File: config.mk
export PLATFORM = sky130hd
export DESIGN_NAME = iob2axi_rd
export DESIGN_NICKNAME = d
export VERILOG_FILES = /design/src/rtl/iob2axi_rd.sv
export SDC_FILE = /design/constraint.sdc
export NUM_CORES = 1
export LEC_CHECK = 0
export CORE_MARGIN = 3
export CORE_UTILIZATION = 34
export CTS_BUF_LIST = sky130_fd_sc_hd__clkbuf_16
export CTS_CLUSTER_SIZE = 14
export DETAILED_ROUTE_END_ITERATION = 12
export PLACE_DENSITY = 0.87
export SLEW_MARGIN = 20
export SYNTH_ARGS = -nofsm -noshare
export SYNTH_HDL_FRONTEND = slang
export SYNTH_SLANG_ARGS = --single-unit
File: constraint.sdc
create_clock -name clk -period 1.9 [get_ports clk]
set_input_delay 0.38 -clock clk [delete_from_list [all_inputs] [get_ports clk]]
set_output_delay 0.38 -clock clk [all_outputs]
set_load 0.02 [all_outputs]
File: src/rtl/iob2axi_rd.sv
// ---------------------------------------------------------------------------
// iob2axi_rd
//
// AXI-4 read-burst master that pulls one INCR burst of (length+1) beats
// starting at a byte address and streams the returned beats out on a
// native data port that has consumer backpressure. This is the read-side
// partner of the native-to-AXI write bridge.
//
// Operation:
//   - While idle, the start address and length are sampled every cycle, so
//     the values present when run is seen are the ones used for the burst.
//   - The AR request is presented until the slave accepts it; the request
//     fields come from registers and cannot move while arvalid is high.
//   - During the data phase the R channel is wired straight through to the
//     native port (zero latency): rready follows d_ready and d_valid follows
//     rvalid, so the consumer alone decides when a beat moves.
//   - The burst ends after exactly length+1 accepted beats, independent of
//     where the slave puts rlast.
//
// Ports:
//   clk, rst          clock, asynchronous active-high reset
//   run               start a burst (honoured only while idle)
//   addr, length      burst start byte address, beat count minus one
//   ready             high while idle (previous burst finished)
//   error             sticky bad-response / rlast-mismatch flag of last burst
//   d_valid, d_addr,
//   d_rdata, d_ready  native beat output: valid, beat index, data, accept
//   m_axi_ar*         AXI read address channel (master side)
//   m_axi_r*          AXI read data channel (master side)
// ---------------------------------------------------------------------------
module iob2axi_rd #(
    parameter int ADDR_W     = 32,
    parameter int DATA_W     = 32,
    parameter int AXI_ADDR_W = ADDR_W,
    parameter int AXI_DATA_W = DATA_W
) (
    input  logic                  clk,
    input  logic                  rst,

    // Control
    input  logic                  run,
    input  logic [AXI_ADDR_W-1:0] addr,
    input  logic [7:0]            length,
    output logic                  ready,
    output logic                  error,

    // Native read data output
    output logic                  d_valid,
    output logic [ADDR_W-1:0]     d_addr,
    output logic [DATA_W-1:0]     d_rdata,
    input  logic                  d_ready,

    // AXI read address channel
    output logic                  m_axi_arid,
    output logic [AXI_ADDR_W-1:0] m_axi_araddr,
    output logic [7:0]            m_axi_arlen,
    output logic [2:0]            m_axi_arsize,
    output logic [1:0]            m_axi_arburst,
    output logic [1:0]            m_axi_arlock,
    output logic [3:0]            m_axi_arcache,
    output logic [2:0]            m_axi_arprot,
    output logic [3:0]            m_axi_arqos,
    output logic                  m_axi_arvalid,
    input  logic                  m_axi_arready,

    // AXI read data channel
    input  logic                  m_axi_rid,
    input  logic [AXI_DATA_W-1:0] m_axi_rdata,
    input  logic [1:0]            m_axi_rresp,
    input  logic                  m_axi_rlast,
    input  logic                  m_axi_rvalid,
    output logic                  m_axi_rready
);

    // -----------------------------------------------------------------------
    // State encoding
    // -----------------------------------------------------------------------
    localparam logic [1:0] ST_IDLE = 2'd0;
    localparam logic [1:0] ST_ADDR = 2'd1;
    localparam logic [1:0] ST_READ = 2'd2;

    // Beat size code: bytes per beat expressed as log2
    localparam logic [2:0] AR_SIZE = 3'($clog2(DATA_W / 8));

    // -----------------------------------------------------------------------
    // Registers
    // -----------------------------------------------------------------------
    logic [1:0]            state;
    logic [AXI_ADDR_W-1:0] addr_q;
    logic [7:0]            len_q;
    logic [8:0]            beat_cnt;
    logic                  error_q;

    // -----------------------------------------------------------------------
    // Derived handshake terms
    // -----------------------------------------------------------------------
    logic in_read;
    logic beat_accept;
    logic last_beat;
    logic beat_bad;

    assign in_read     = (state == ST_READ);
    assign beat_accept = in_read & m_axi_rvalid & d_ready;

    // The counter is one bit wider than length so a 256-beat burst still
    // compares cleanly against the 8-bit length.
    assign last_beat   = (beat_cnt == {1'b0, len_q});

    // A beat is flagged if the slave reports a non-OKAY response or places
    // rlast somewhere other than the beat we count as the last one.
    assign beat_bad    = (m_axi_rresp != 2'b00) | (m_axi_rlast != last_beat);

    // rid carries no information for a single-ID master.
    logic unused_rid;
    assign unused_rid = m_axi_rid;

    // -----------------------------------------------------------------------
    // Main FSM: idle -> address request -> data beats -> idle
    // -----------------------------------------------------------------------
    always_ff @(posedge clk or posedge rst) begin
        if (rst) begin
            state <= ST_IDLE;
        end else begin
            case (state)
                ST_IDLE: begin
                    if (run) begin
                        state <= ST_ADDR;
                    end
                end
                ST_ADDR: begin
                    if (m_axi_arready) begin
                        state <= ST_READ;
                    end
                end
                ST_READ: begin
                    // An early rlast is deliberately ignored here; only the
                    // beat count decides when the burst is over.
                    if (beat_accept && last_beat) begin
                        state <= ST_IDLE;
                    end
                end
                default: begin
                    state <= ST_IDLE;
                end
            endcase
        end
    end

    // -----------------------------------------------------------------------
    // Request capture: track the inputs while idle so the AR fields are
    // frozen from the cycle run is taken until the burst finishes.
    // -----------------------------------------------------------------------
    always_ff @(posedge clk or posedge rst) begin
        if (rst) begin
            addr_q <= '0;
            len_q  <= '0;
        end else if (state == ST_IDLE) begin
            addr_q <= addr;
            len_q  <= length;
        end
    end

    // -----------------------------------------------------------------------
    // Beat counter: index of the next beat to be handed to the consumer.
    // Cleared on the last beat so the next burst starts from zero.
    // -----------------------------------------------------------------------
    always_ff @(posedge clk or posedge rst) begin
        if (rst) begin
            beat_cnt <= '0;
        end else if (state == ST_IDLE) begin
            beat_cnt <= '0;
        end else if (beat_accept) begin
            if (last_beat) begin
                beat_cnt <= '0;
            end else begin
                beat_cnt <= beat_cnt + 9'd1;
            end
        end
    end

    // -----------------------------------------------------------------------
    // Sticky error: cleared when a new burst is launched, set by any bad
    // accepted beat, and otherwise held so software can read it after ready.
    // -----------------------------------------------------------------------
    always_ff @(posedge clk or posedge rst) begin
        if (rst) begin
            error_q <= 1'b0;
        end else if (state == ST_IDLE && run) begin
            error_q <= 1'b0;
        end else if (beat_accept && beat_bad) begin
            error_q <= 1'b1;
        end
    end

    // -----------------------------------------------------------------------
    // Outputs
    // -----------------------------------------------------------------------
    assign ready         = (state == ST_IDLE);
    assign error         = error_q;

    // AR channel: fields always come from the captured registers.
    assign m_axi_arid    = 1'b0;
    assign m_axi_araddr  = addr_q;
    assign m_axi_arlen   = len_q;
    assign m_axi_arsize  = AR_SIZE;
    assign m_axi_arburst = 2'b01;
    assign m_axi_arlock  = 2'b00;
    assign m_axi_arcache = 4'b0010;
    assign m_axi_arprot  = 3'b010;
    assign m_axi_arqos   = 4'b0000;
    assign m_axi_arvalid = (state == ST_ADDR);

    // R channel to native port is a pure pass-through gated by the state, so
    // a beat offered during the address phase waits until the data phase.
    assign m_axi_rready  = in_read & d_ready;
    assign d_valid       = in_read & m_axi_rvalid;
    assign d_rdata       = DATA_W'(m_axi_rdata);
    assign d_addr        = ADDR_W'(beat_cnt);

endmodule

==> flow_metrics.tcl <==
set metrics [dict create \
    outcome "complete, no violations" \
    finalHoldViolCount 0 \
    fillers 703 \
    met2_usage 0.223 \
    synth_warnings 0 \
    p_leak_nw 1.62 \
    place_ws_ns -0.146 \
    synth-edff-count 0 \
    syn_avg_cell_area_um2 11.8 \
    dp.cells 411 \
    ys_types 29 \
    fin_crit_ns 1.83 \
    avgViaCountPerCell 4.32 \
    grt_util_met3 0.0594 \
    ys_async_sr_fraction 1.00 \
    fin_ws_ns 0.0729 \
    grt_max_degree 29 \
    crit_family "buffers and inverters" \
    synth_top_area_cell "dfrtp_1" \
    path_cells "buf_4, clkdlybuf4s50_1" \
    coreArea_um2 7810 \
    rsz0062_at_grt "false" \
    synth_top_area_frac 0.471 \
    dieArea_um2 9250 \
    synthTopCellsByArea "dfrtp_1 47%, buf_4 20%, mux2_2 16%" \
    synthMostInstantiatedCell "buf_4" \
    grt_first_pass_wirelength_um 9610 \
    synth_area_um2 2770 \
    period_share 0.962 \
    cts_tree "done" \
    clk_latency_ns 0.28 \
    htree_levels 2 \
    io_buffers 102 \
    diodes 0 \
    ir_drop_mv 0.805 \
    via_count 1810 \
    cts-buffers-inserted 5 \
    rows 32 \
    drv_cap 0 \
    wl_um 6100 \
    hpwl_um 4810 \
    ctsHoldBuffers 0 \
    max_freq_mhz 547 \
    root_buffer "clkbuf_16" \
    final_area_um2 3740 \
    initial_utilization 0.354 \
    critPathMaxStageDelay_ns 0.61 \
    setup_violations 0 \
    cp_data_arrival_time_ns 1.45 \
    grt_overflow 0 \
    final_nets 399 \
    yosysSeqAreaShare 0.471 \
    die_h_um 96.2 \
    hp-class "input port to asynchronous set/reset pin" \
    drive_gt1_frac 0.211 \
    grt_util_met1 0.155 \
    dr.pass1.iters 4 \
    drt-initial-drc-count 25 \
    critPathMaxFanout 7 \
    clk_pin_slew_worst_paths_ns 0.07 \
    slowest_stage "clkdlybuf4s50_1" \
    cp.required_ns 1.52 \
    area_growth_pct 35.2 \
    synth_ff_type "dfrtp_1" \
    place.gp.congestion 0.833 \
    clock_path_buffers 2 \
    first_global_vias 1980 \
    worst-path-buf-inv 2 \
    end_kind "output port" \
    start_kind "flip-flop" \
    fin_cells 419 \
    grt_usage 0.136 \
    post-cts-setup-buffers 0 \
    ys_ff_latch 52 \
    finalPower_mw 5.89 \
    wire_per_inst_um 14.6 \
    placed_cell_area_um2 3590 \
    fin_skew_ns 0.00500 \
    drv_slew 0 \
    syn_inst 235 \
    cts.sinks 52 \
    die_x_um 96.2 \
    yosys-top-cells-count "74 x buf_4, 52 x dfrtp_1, 40 x mux2_2" \
    setup.worst_path.class "flip-flop to output port" \
    drtAntennaViolNets 0 \
    power.density_nw_per_um2 1580 \
    drc_errors 0 \
    whs_ns 0.419 \
    busiest_layer "met2" \
    antenna_found_initial 0 \
    r2r_slack_ns 0.18 \
    ios 210 \
]
## power breakdown
part	total (mW)	internal (mW)	leakage (nW)	switching (mW)
logic	3.08	1.63	0.919	1.45
clock network	0.853	0.475	0.0738	0.378
registers	1.96	1.60	0.627	0.358
## cell type report
type	count	area, µm²	share of cell area
clock inverters	3	11.3	0.00301
clock buffers	5	125	0.0335
flip-flops and latches	52	1300	0.349
well taps	102	128	0.0341
multi-input cells	140	1020	0.273
repair buffers	116	1150	0.307
inverters	1	3.75	0.00100
## through the flow
| step | setup TNS (ns) | utilization |
|---|---|---|
| 2_1_floorplan | 0 | - |
| 3_3_place_gp | -0.399 | 0.460 |
| 3_5_place_dp | -0.405 | 0.460 |
| 4_1_cts | 0 | 0.478 |
| 5_1_grt | 0 | 0.479 |
| 6_report | 0 | 0.479 |
## what timing repair did
action / CTS / global route
gates resized for setup: 6 / 2
pin swaps: 0 / 1
setup endpoints to repair: 7 / 7
## cell families (layout without fill, tap and decap cells)
family,after synthesis,count (layout),synth area share
adder cells (fa/ha/maj),1,1,0.00452
other,2,42,0.00272
buffers and inverters,83,125,0.221
AND/OR/NAND/NOR,34,34,0.0674
AO/OA/AOI/OAI,8,8,0.0231
flip-flops,52,52,0.471
XOR/XNOR,15,15,0.0475
multiplexers,40,40,0.163
## placed cells by master (no fill, tap or decap)
cell,netlist,layout
a211oi_1,2,2
a21oi_1,2,2
a221oi_2,1,1
and3_1,1,1
and3_4,1,1
and3b_1,2,2
and4b_1,1,1
buf_12,0,2
buf_4,74,12
clkbuf_16,0,5
clkdlybuf4s50_1,0,98
clkinv_1,0,1
conb_1,2,42
dfrtp_1,52,50
dfrtp_2,0,2
dlygate4sd2_1,0,4
ha_1,1,1
inv_1,1,2
inv_2,0,1
mux2_2,40,40
nand2_1,6,6
nand2b_1,1,1
nand3_1,2,2
nand4_1,6,6
nor2_1,10,9
nor2_4,0,1
nor2b_1,1,1
nor3_1,1,1
o21ai_0,1,1
o22ai_1,1,1
o22ai_4,0,1
or3b_1,1,1
or4_4,0,1
xnor2_1,7,7
xor2_1,8,8
## path summary, 6_finish.rpt
kind	from	endpoint	cells after the start
worst max register to register	beat_cnt[3]	error	5
worst min register to register	m_axi_araddr[7]	m_axi_araddr[7]	1
min in group clk	m_axi_araddr[7]	m_axi_araddr[7]	1
worst max-delay path	beat_cnt[0]	d_addr[0]	2
max in group asynchronous	rst	m_axi_araddr[1]	3
worst min-delay path	rst	m_axi_araddr[11]	2
## metal layers
metal / routed length (µm) / vias to the layer above / share of wire
li1: - / 828 / -
met3: 625 / 23 / 0.10
met5: 0 / - / 0
met4: 168 / 0 / 0.028
met2: 3020 / 104 / 0.50
met1: 2280 / 855 / 0.37
## sequential cells by signal (all words and copies together) (netlist names)
register,count
m_axi_araddr,32
m_axi_arlen,8
state,2
error,1
beat_cnt,9
(Power assumes the default switching activity.)
